File: config.mk
export PLATFORM = sky130hd
export DESIGN_NAME = peripheral_uart_rx_fifo
export DESIGN_NICKNAME = d
export VERILOG_FILES = /design/src/rtl/peripheral_uart_rx_fifo.sv
export SDC_FILE = /design/constraint.sdc
export NUM_CORES = 1
export LEC_CHECK = 0
export ABC_AREA = 0
export BUFFER_PORTS_ARGS = -buffer_cell sky130_fd_sc_hd__buf_4
export CORE_MARGIN = 2
export CORE_UTILIZATION = 45
export DETAILED_ROUTE_END_ITERATION = 7
export PLACE_DENSITY = 0.7
export SYNTH_ARGS = -nofsm -noshare
export SYNTH_HDL_FRONTEND = slang
export SYNTH_SLANG_ARGS = --single-unit
File: constraint.sdc
create_clock -name clk -period 2.96 [get_ports clk]
set_clock_uncertainty 0.2 [all_clocks]
set_input_delay 0.444 -clock clk [delete_from_list [all_inputs] [get_ports clk]]
set_output_delay 0.444 -clock clk [all_outputs]
set_load 0.005 [all_outputs]
File: src/rtl/peripheral_uart_rx_fifo.sv
// 8N1 UART receiver with 16x oversampling feeding a small FIFO, exposed as
// RXDATA / STATUS / CTRL registers on the J1 I/O bus.
module peripheral_uart_rx_fifo #(
  parameter int CLK_FREQ   = 50_000_000,
  parameter int BAUD       = 115200,
  parameter int DEPTH_LOG2 = 4
) (
  input  logic        clk,
  input  logic        rst,
  input  logic        cs,
  input  logic        rd,
  input  logic        wr,
  input  logic [3:0]  addr,
  input  logic [15:0] d_in,
  output logic [15:0] d_out,
  input  logic        uart_rx,
  output logic        rx_led,
  output logic        rx_avail
);

  localparam int DIV   = CLK_FREQ / (BAUD * 16);
  localparam int DCW   = (DIV > 1) ? $clog2(DIV) : 1;
  localparam int DEPTH = 1 << DEPTH_LOG2;

  typedef enum logic [1:0] {IDLE, START, DATA, STOP} state_t;

  state_t                state_reg, state_next;
  logic [1:0]            sync_reg;
  logic                  prev_reg;
  logic [DCW-1:0]        div_reg;
  logic [3:0]            tick_cnt_reg;
  logic [2:0]            bit_cnt_reg;
  logic [7:0]            shift_reg;
  logic [7:0]            mem [DEPTH];
  logic [DEPTH_LOG2-1:0] wptr_reg, rptr_reg;
  logic [DEPTH_LOG2:0]   count_reg;
  logic                  ovf_reg, ferr_reg, rd_q_reg;

  logic line, fall, tick, busy;
  logic start_det, start_tick, sample_data, stop_tick;
  logic push, pop, flush, full, empty, rd_sel;
  logic [4:0] count5;
  logic unused_bits;

  assign unused_bits = ^d_in[15:3];
  assign line = sync_reg[1];
  assign fall = prev_reg & ~line;
  assign tick = (div_reg == DCW'(DIV - 1));

  // Metastability guard; reset to idle-high so reset release is not a start edge.
  always_ff @(posedge clk or negedge rst) begin
    if (!rst) begin
      sync_reg <= 2'b11;
      prev_reg <= 1'b1;
    end else begin
      sync_reg <= {sync_reg[0], uart_rx};
      prev_reg <= line;
    end
  end

  always_ff @(posedge clk or negedge rst) begin
    if (!rst)           div_reg <= '0;
    else if (start_det) div_reg <= '0;
    else if (tick)      div_reg <= '0;
    else                div_reg <= div_reg + 1'b1;
  end

  always_ff @(posedge clk or negedge rst) begin
    if (!rst) state_reg <= IDLE;
    else      state_reg <= state_next;
  end

  always_comb begin
    state_next = state_reg;
    case (state_reg)
      IDLE:  if (fall) state_next = START;
      START: if (tick && tick_cnt_reg == 4'd7) state_next = line ? IDLE : DATA;
      DATA:  if (tick && tick_cnt_reg == 4'd15 && bit_cnt_reg == 3'd7) state_next = STOP;
      STOP:  if (tick && tick_cnt_reg == 4'd15) state_next = IDLE;
      default: state_next = IDLE;
    endcase
  end

  always_comb begin
    busy        = (state_reg != IDLE);
    start_det   = (state_reg == IDLE) && fall;
    start_tick  = (state_reg == START) && tick && (tick_cnt_reg == 4'd7);
    sample_data = (state_reg == DATA) && tick && (tick_cnt_reg == 4'd15);
    stop_tick   = (state_reg == STOP) && tick && (tick_cnt_reg == 4'd15);
  end

  // After the mid-start sample the tick count restarts so later samples land mid-bit.
  always_ff @(posedge clk or negedge rst) begin
    if (!rst) begin
      tick_cnt_reg <= '0;
      bit_cnt_reg  <= '0;
      shift_reg    <= '0;
    end else begin
      if (start_det || start_tick) tick_cnt_reg <= '0;
      else if (tick && busy)       tick_cnt_reg <= tick_cnt_reg + 1'b1;
      if (start_det)        bit_cnt_reg <= '0;
      else if (sample_data) bit_cnt_reg <= bit_cnt_reg + 1'b1;
      if (sample_data) shift_reg <= {line, shift_reg[7:1]};
    end
  end

  assign full   = (count_reg == (DEPTH_LOG2+1)'(DEPTH));
  assign empty  = (count_reg == '0);
  assign rd_sel = cs && rd && (addr == 4'h0);
  assign flush  = cs && wr && (addr == 4'h4) && d_in[0];
  assign pop    = rd_sel && !rd_q_reg && !empty && !flush;
  assign push   = stop_tick && line && (!full || pop) && !flush;

  always_ff @(posedge clk) begin
    if (push) mem[wptr_reg] <= shift_reg;
  end

  always_ff @(posedge clk or negedge rst) begin
    if (!rst) begin
      wptr_reg  <= '0;
      rptr_reg  <= '0;
      count_reg <= '0;
      rd_q_reg  <= 1'b0;
    end else begin
      rd_q_reg <= rd_sel;
      if (flush) begin
        wptr_reg  <= '0;
        rptr_reg  <= '0;
        count_reg <= '0;
      end else begin
        if (push) wptr_reg <= wptr_reg + 1'b1;
        if (pop)  rptr_reg <= rptr_reg + 1'b1;
        if (push && !pop)      count_reg <= count_reg + 1'b1;
        else if (pop && !push) count_reg <= count_reg - 1'b1;
      end
    end
  end

  // A new error on the same cycle as its clear must survive.
  always_ff @(posedge clk or negedge rst) begin
    if (!rst) begin
      ovf_reg  <= 1'b0;
      ferr_reg <= 1'b0;
    end else begin
      if (stop_tick && line && full && !pop)        ovf_reg <= 1'b1;
      else if (cs && wr && addr == 4'h4 && d_in[1]) ovf_reg <= 1'b0;
      if (stop_tick && !line)                       ferr_reg <= 1'b1;
      else if (cs && wr && addr == 4'h4 && d_in[2]) ferr_reg <= 1'b0;
    end
  end

  assign count5   = 5'(count_reg);
  assign rx_led   = busy;
  assign rx_avail = !empty;

  always_comb begin
    d_out = 16'h0000;
    if (cs) begin
      case (addr)
        4'h0:    d_out = {8'h00, empty ? 8'h00 : mem[rptr_reg]};
        4'h2:    d_out = {3'b000, busy, ferr_reg, ovf_reg, full, empty, 3'b000, count5};
        default: d_out = 16'h0000;
      endcase
    end
  end

endmodule

== Yosys cells after proc, flatten, opt, wreduce, memory -nomap -nowiden ==
Memories as Yosys holds them, arrays and structs flattened.
Cells that the tools add are included.
W data, S select, Z words.

* RAM bits: 128
* Logic and storage cells: 115
* Input port bits: 26
* Memories kept: 1
* Bits in registers: 41
* Output and inout port bits: 18

{| class="wikitable"
|+ Memories
! memory !! words !! bits a word !! rd ports !! clocked after Yosys merged registers in !! wr ports !! line !! RTL
|-
| mem || 16 || 8 || 1 || 0 || 1 || 34 || <nowiki>logic [7:0] mem [DEPTH];</nowiki>
|}

* Bitwise gates (word level): 2
* Reduce and logical (&&, ||, !) cells: 50
* $add $sub $neg: 7
* Mux-type cells: 28
* Equality and inequality tests: 14

{| class="wikitable"
|+ Operator list
! operator !! number
|-
| $logic_and A1 B1 Y1 || 29
|-
| $pmux W13 S2 || 1
|-
| $mux W5 || 5
|-
| $mux W4 || 6
|-
| $reduce_bool A2 Y1 || 7
|-
| $mux W13 || 1
|-
| $add A4 B1 Y4 const B || 3
|-
| $add A5 B1 Y5 const B || 2
|-
| $eq A5 B5 Y1 const B || 2
|-
| $mux W2 || 5
|-
| $eq A4 B3 Y1 const B || 2
|-
| $mux W8 || 1
|-
| $ne A2 B2 Y1 const B || 4
|-
| $pmux W2 S4 || 1
|-
| $logic_not A1 Y1 || 7
|-
| $mux W1 || 6
|-
| $mux W3 || 2
|-
| $logic_not A5 Y1 || 1
|-
| $sub A5 B1 Y5 const B || 1
|-
| $eq A2 B2 Y1 const B || 2
|-
| $eq A4 B2 Y1 const B || 1
|-
| $eq A4 B4 Y1 const B || 1
|-
| $logic_not A4 Y1 || 1
|-
| $reduce_and A4 Y1 || 1
|-
| other kinds (8) || 9
|}

== Longest topological paths before layout ==
* Word-level depth: 13
* Mapped depth: 12
* Gate-level depth less buffers: 12

== Worst setup path before layout ==
No wires, ideal clock.

* Path type: input-to-reg
* Start: input port addr[3]
* End: register count_reg[4] (netlist: count5[4])
* Required time: 2.681 ns
* Path buffers: 0
* Data arrival time: 2.848 ns
* Library setup time: 0.079 ns
* Path slack: -0.167 ns
* Stages: 10
* Cells stage by stage: or3b_4 > nor3_4 > o21ai_4 > or3_1 > fa_1 > a21o_1 > a21oi_1 > nor2_1 > mux2i_1 > mux2i_1

* Longest elaborated chain between the ends: 11
* Elaborated cells on any way between the ends: 19
* Classes of those cells: eq/ne: 1; mux: 2; reduce/logical: 16

{| class="wikitable"
|+ RTL lines
! item !! line !! RTL
|-
| start, declared || 13 || <nowiki>input logic [3:0] addr,</nowiki>
|-
| $eq A4 B3 Y1 or $logic_not A4 Y1 (tied branches) || 110, 109 ||
|-
| $logic_and A1 B1 Y1, on equally long branches || 110, 109 ||
|-
| $logic_and A1 B1 Y1, on equally long branches || 110, 111 ||
|-
| $logic_not A1 Y1 or $logic_and A1 B1 Y1 (tied branches) || 111, 112 ||
|-
| $logic_and A1 B1 Y1 || 111 || <nowiki>assign pop = rd_sel && !rd_q_reg && !empty && !flush;</nowiki>
|-
| $logic_or A1 B1 Y1 || 112 || <nowiki>assign push = stop_tick && line && (!full || pop) && !flush;</nowiki>
|-
| $logic_and A1 B1 Y1 (2 in series) || 112 ||
|-
| $logic_and A1 B1 Y1 or $logic_not A1 Y1 (tied branches) || 133, 134 ||
|-
| $mux W5 or $logic_and A1 B1 Y1 (tied branches) || 133, 134 ||
|-
| $mux W5 or $reduce_bool A3 Y1 (tied branches) || n/a ||
|-
| end signal, assigned || 133 || <nowiki>if (push && !pop) count_reg <= count_reg + 1'b1;</nowiki>
|-
| end signal, assigned || 134 || <nowiki>else if (pop && !push) count_reg <= count_reg - 1'b1;</nowiki>
|-
| end, declared || 36 || <nowiki>logic [DEPTH_LOG2:0] count_reg;</nowiki>
|}

Parallel ways exist; a longest one is shown, timed or not.
A chain may end at the register's enable or synchronous reset.

== Final worst setup path ==
* Start: register rptr_reg[0]
* End: output port d_out[6]

* Longest elaborated chain between the ends: 4

{| class="wikitable"
|+ RTL lines
! item !! line !! RTL
|-
| start, declared || 35 || <nowiki>logic [DEPTH_LOG2-1:0] wptr_reg, rptr_reg;</nowiki>
|-
| start signal, assigned || 132 || <nowiki>if (pop) rptr_reg <= rptr_reg + 1'b1;</nowiki>
|-
| $mem_v2 Z16 W8 || n/a ||
|-
| $mux W8 || 160 || <nowiki>4'h0: d_out = {8'h00, empty ? 8'h00 : mem[rptr_reg]};</nowiki>
|-
| $pmux W13 S2 || 159 || <nowiki>case (addr)</nowiki>
|-
| $mux W13 || 158 || <nowiki>if (cs) begin</nowiki>
|-
| end, declared || 15 || <nowiki>output logic [15:0] d_out,</nowiki>
|}

No other way between the ends.

==> impl_metrics.json <==
{
  "outcome": "complete, but fails checks",
  "violations": "setup timing",
  "clock-sinks": 169,
  "nets": 551,
  "cellLeakagePower_nw": 3.36,
  "antenna_found_initial": 0,
  "comb_power_share_pct": 16.7,
  "instances_no_fill": 739,
  "power_density_nw_per_um2": 670,
  "postRouteAntennaNets": 0,
  "internal-power_mw": 4.37,
  "path_class": "reg -> out",
  "cts_buffers": 17,
  "p_switching_mw": 1.50,
  "grt_pass1_vias": 4140,
  "avgSynthCellArea_um2": 16.7,
  "grt_pass1_wl_mm": 22.3,
  "fill_cells": 1236,
  "seqPwrFrac_pct": 46.3,
  "n_antenna_cell": 0,
  "die_y_um": 131,
  "final_hold_viol_count": 0,
  "synth_edf_count": 128,
  "startpoint_type": "flip-flop",
  "detailed_place_hpwl_mm": 9.45,
  "numPortBuffers": 27,
  "drive_gt1_share_pct": 34.0,
  "design.core.area_um2": 15800,
  "fin_area_um2": 8770,
  "pwr-share-clk_pct": 37.0,
  "switching_share_pct": 25.6,
  "dieArea_um2": 17200,
  "critPathRequiredTime_ps": 2320,
  "clkSlewWorstSetupHoldPaths_ps": 70,
  "htreeDepth": 4,
  "grt_max_degree": 42,
  "relSlewSlack_pct": 61.2,
  "timing.final.crit_share_pct": 101,
  "clk-insertion-delay-late_ps": 430,
  "tns_ps": -78.7,
  "setup_violations": 3,
  "ys_seq_elements": 169,
  "syn_to_final_growth_pct": 20.4,
  "cp_max_fo": 11,
  "remaining_drc_errors": 0,
  "ir_drop_v": 0.000449,
  "largest_reg_flops": 128,
  "ys.flop_type": "edfxtp_1",
  "ios": 44,
  "rsz0062_at_grt": "yes",
  "worst_r2r_path_depth": 12,
  "die_w_um": 131,
  "worst_slack_ps": -32.5,
  "place_area_um2": 8010,
  "num_vias": 3951,
  "drt_pass1_iterations": 4,
  "yosys_warnings": 0,
  "cap_violations": 0,
  "drt_iter0_drc": 310,
  "ys_seq_area_share_pct": 66.9,
  "multi_input_area_um2": 2370,
  "arrival_ps": 2350,
  "tightest_slew_ps": 576,
  "max_clock_freq_ghz": 0.334,
  "crit_path_end_kind": "primary output",
  "cts.path.max_buffers": 2,
  "cts_tree": "built",
  "syn_inst": 436,
  "grt.overflow.total": 0,
  "drt-vias-per-instance": 5.35,
  "ys_types": 57,
  "hold_depth": 2,
  "maxSlewViolCount": 0,
  "num_rows": 46,
  "period_minus_slack_ps": 2990,
  "cts-root-buf": "clkbuf_16",
  "grtUsageTotal_pct": 17.0,
  "min_path_type": "in -> reg",
  "dpl_worst_slack_ps": -137,
  "start_util_pct": 46.0,
  "place_congestion": 0.827,
  "synthArstFlopShare_pct": 24.3,
  "syn-cell-area_um2": 7280,
  "dp_cells": 698,
  "wirelength_mm": 13.5,
  "drt-wirelength-per-cell_um": 18.3,
  "final-seq-area_um2": 4870
}
[cell usage in the layout (no fill, tap or decap), drive strengths merged, types with 2 or more instances in the layout]
cell	n
edfxtp	128
and2	25
clkbuf	21
mux2i	6
nand2	20
nor2b	3
dfrtp	38
a31oi	2
buf	69
nand4	4
a22oi	5
inv	14
nor3b	2
and3	5
or3	3
a21oi	7
xnor2	6
mux4	35
o211ai	2
nand4b	2
dlygate4sd3	2
or2	2
nor4b	2
xor2	8
a22o	5
ha	14
o21ai	7
clkinv	2
nor2	30
conb	3
dfstp	3
nand3	18
nor4	2
nand2b	2
a211oi	2
mux2	8
nor3	4
[power groups by stage]
stage	Sequential, mW	Clock [mW]	Combinational [mW]
after floorplan	2.74	0	0.609
after global placement	2.75	0	0.827
after detailed placement	2.76	0	0.859
after CTS	2.72	2.22	0.972
after global routing	2.73	2.29	1.09
final	2.72	2.17	0.982
[routing by layer]
layer | GRT usage, % | up-vias | routed length [µm]
met3 | 3.55 | 28 | 577
met5 | 0 | - | 0
met4 | 7.73 | 0 | 340
met2 | 26.5 | 74 | 6580
li1 | - | 1841 | -
met1 | 23.1 | 2008 | 6010
[kinds of logic after synthesis]
kind of cell | Yosys count | share of synthesized area (%)
simple gates | 129 | 10.3
mux | 49 | 12.9
other cells | 1 | 0.0515
compound gates | 36 | 3.95
flops | 169 | 66.9
fa+ha+maj | 15 | 2.68
buf+inv | 23 | 1.60
xor+xnor | 14 | 1.68
[final cells by class]
cell class	count	share of cell area [%]
Clock buffer	21	5.62
Clock inverter	11	1.10
Inverter	5	0.214
Multi-Input combinational cell	246	27.1
Sequential cell	169	55.6
Tap cell	216	3.08
Timing Repair Buffer	71	7.35
[worst paths after layout]
path	startpoint	endpoint	slack, ps
worst min register to register	sync_reg[0]	sync_reg[1]	160
worst min-delay path	rd	rd_q_reg	80
min in group asynchronous	rst	count5[1]	330
max in group asynchronous	rst	sync_reg[1]	1830
worst max register to register	div_reg[0]	count5[4]	130
worst max-delay path	rptr_reg[0]	d_out[6]	-30
[synthesized netlist by cell type, drive strengths merged (2+ instances only)]
cell type	count	area [µm²]
nor3b	2	15.0
mux2	8	90.1
a31oi	2	12.5
nor4b	2	30.0
nor2b	3	18.8
a211oi	2	27.5
and3	5	31.3
nand4	4	25.0
buf	11	71.3
or2	2	15.0
nor4	2	33.8
ha	14	175
and2	25	156
clkbuf	7	26.3
dfrtp	38	951
a22oi	5	37.5
or3	3	23.8
mux4	35	788
o211ai	2	15.0
xnor2	6	52.6
a21oi	7	35.0
nand3	18	90.1
dfstp	3	78.8
inv	5	18.8
nand2b	2	12.5
nor2	30	113
a22o	5	43.8
mux2i	6	60.1
xor2	8	70.1
nand4b	2	17.5
edfxtp	128	3840
o21ai	7	46.3
nor3	4	36.3
nand2	20	75.1
[critical path, stage by stage (launching register included)]
cell and delay, ps:
dfrtp_2 440, buf_12 160, mux4_2 540, mux4_2 490
and2_4 170, buf_6 110
[stage by stage]
step | power, mW | util, % | hold WS (ps)
after floorplan | 3.35 | - | -51.6
after global placement | 3.58 | 50.6 | 148
after detailed placement | 3.62 | 50.6 | 151
after CTS | 5.91 | 55.2 | 66.6
after global routing | 6.11 | 55.4 | 90.8
final | 5.87 | 55.4 | 82.5
[timing repair]
action	CTS	global route
hold buffers	2	0
pin swaps	0	2
buffers inserted	3	3
endpoints found under the hold margin	39	0
gates cloned	1	0
setup endpoints to repair	8	9
gates resized for setup	19	3
No activity file was read; power rests on OpenSTA's default activity.
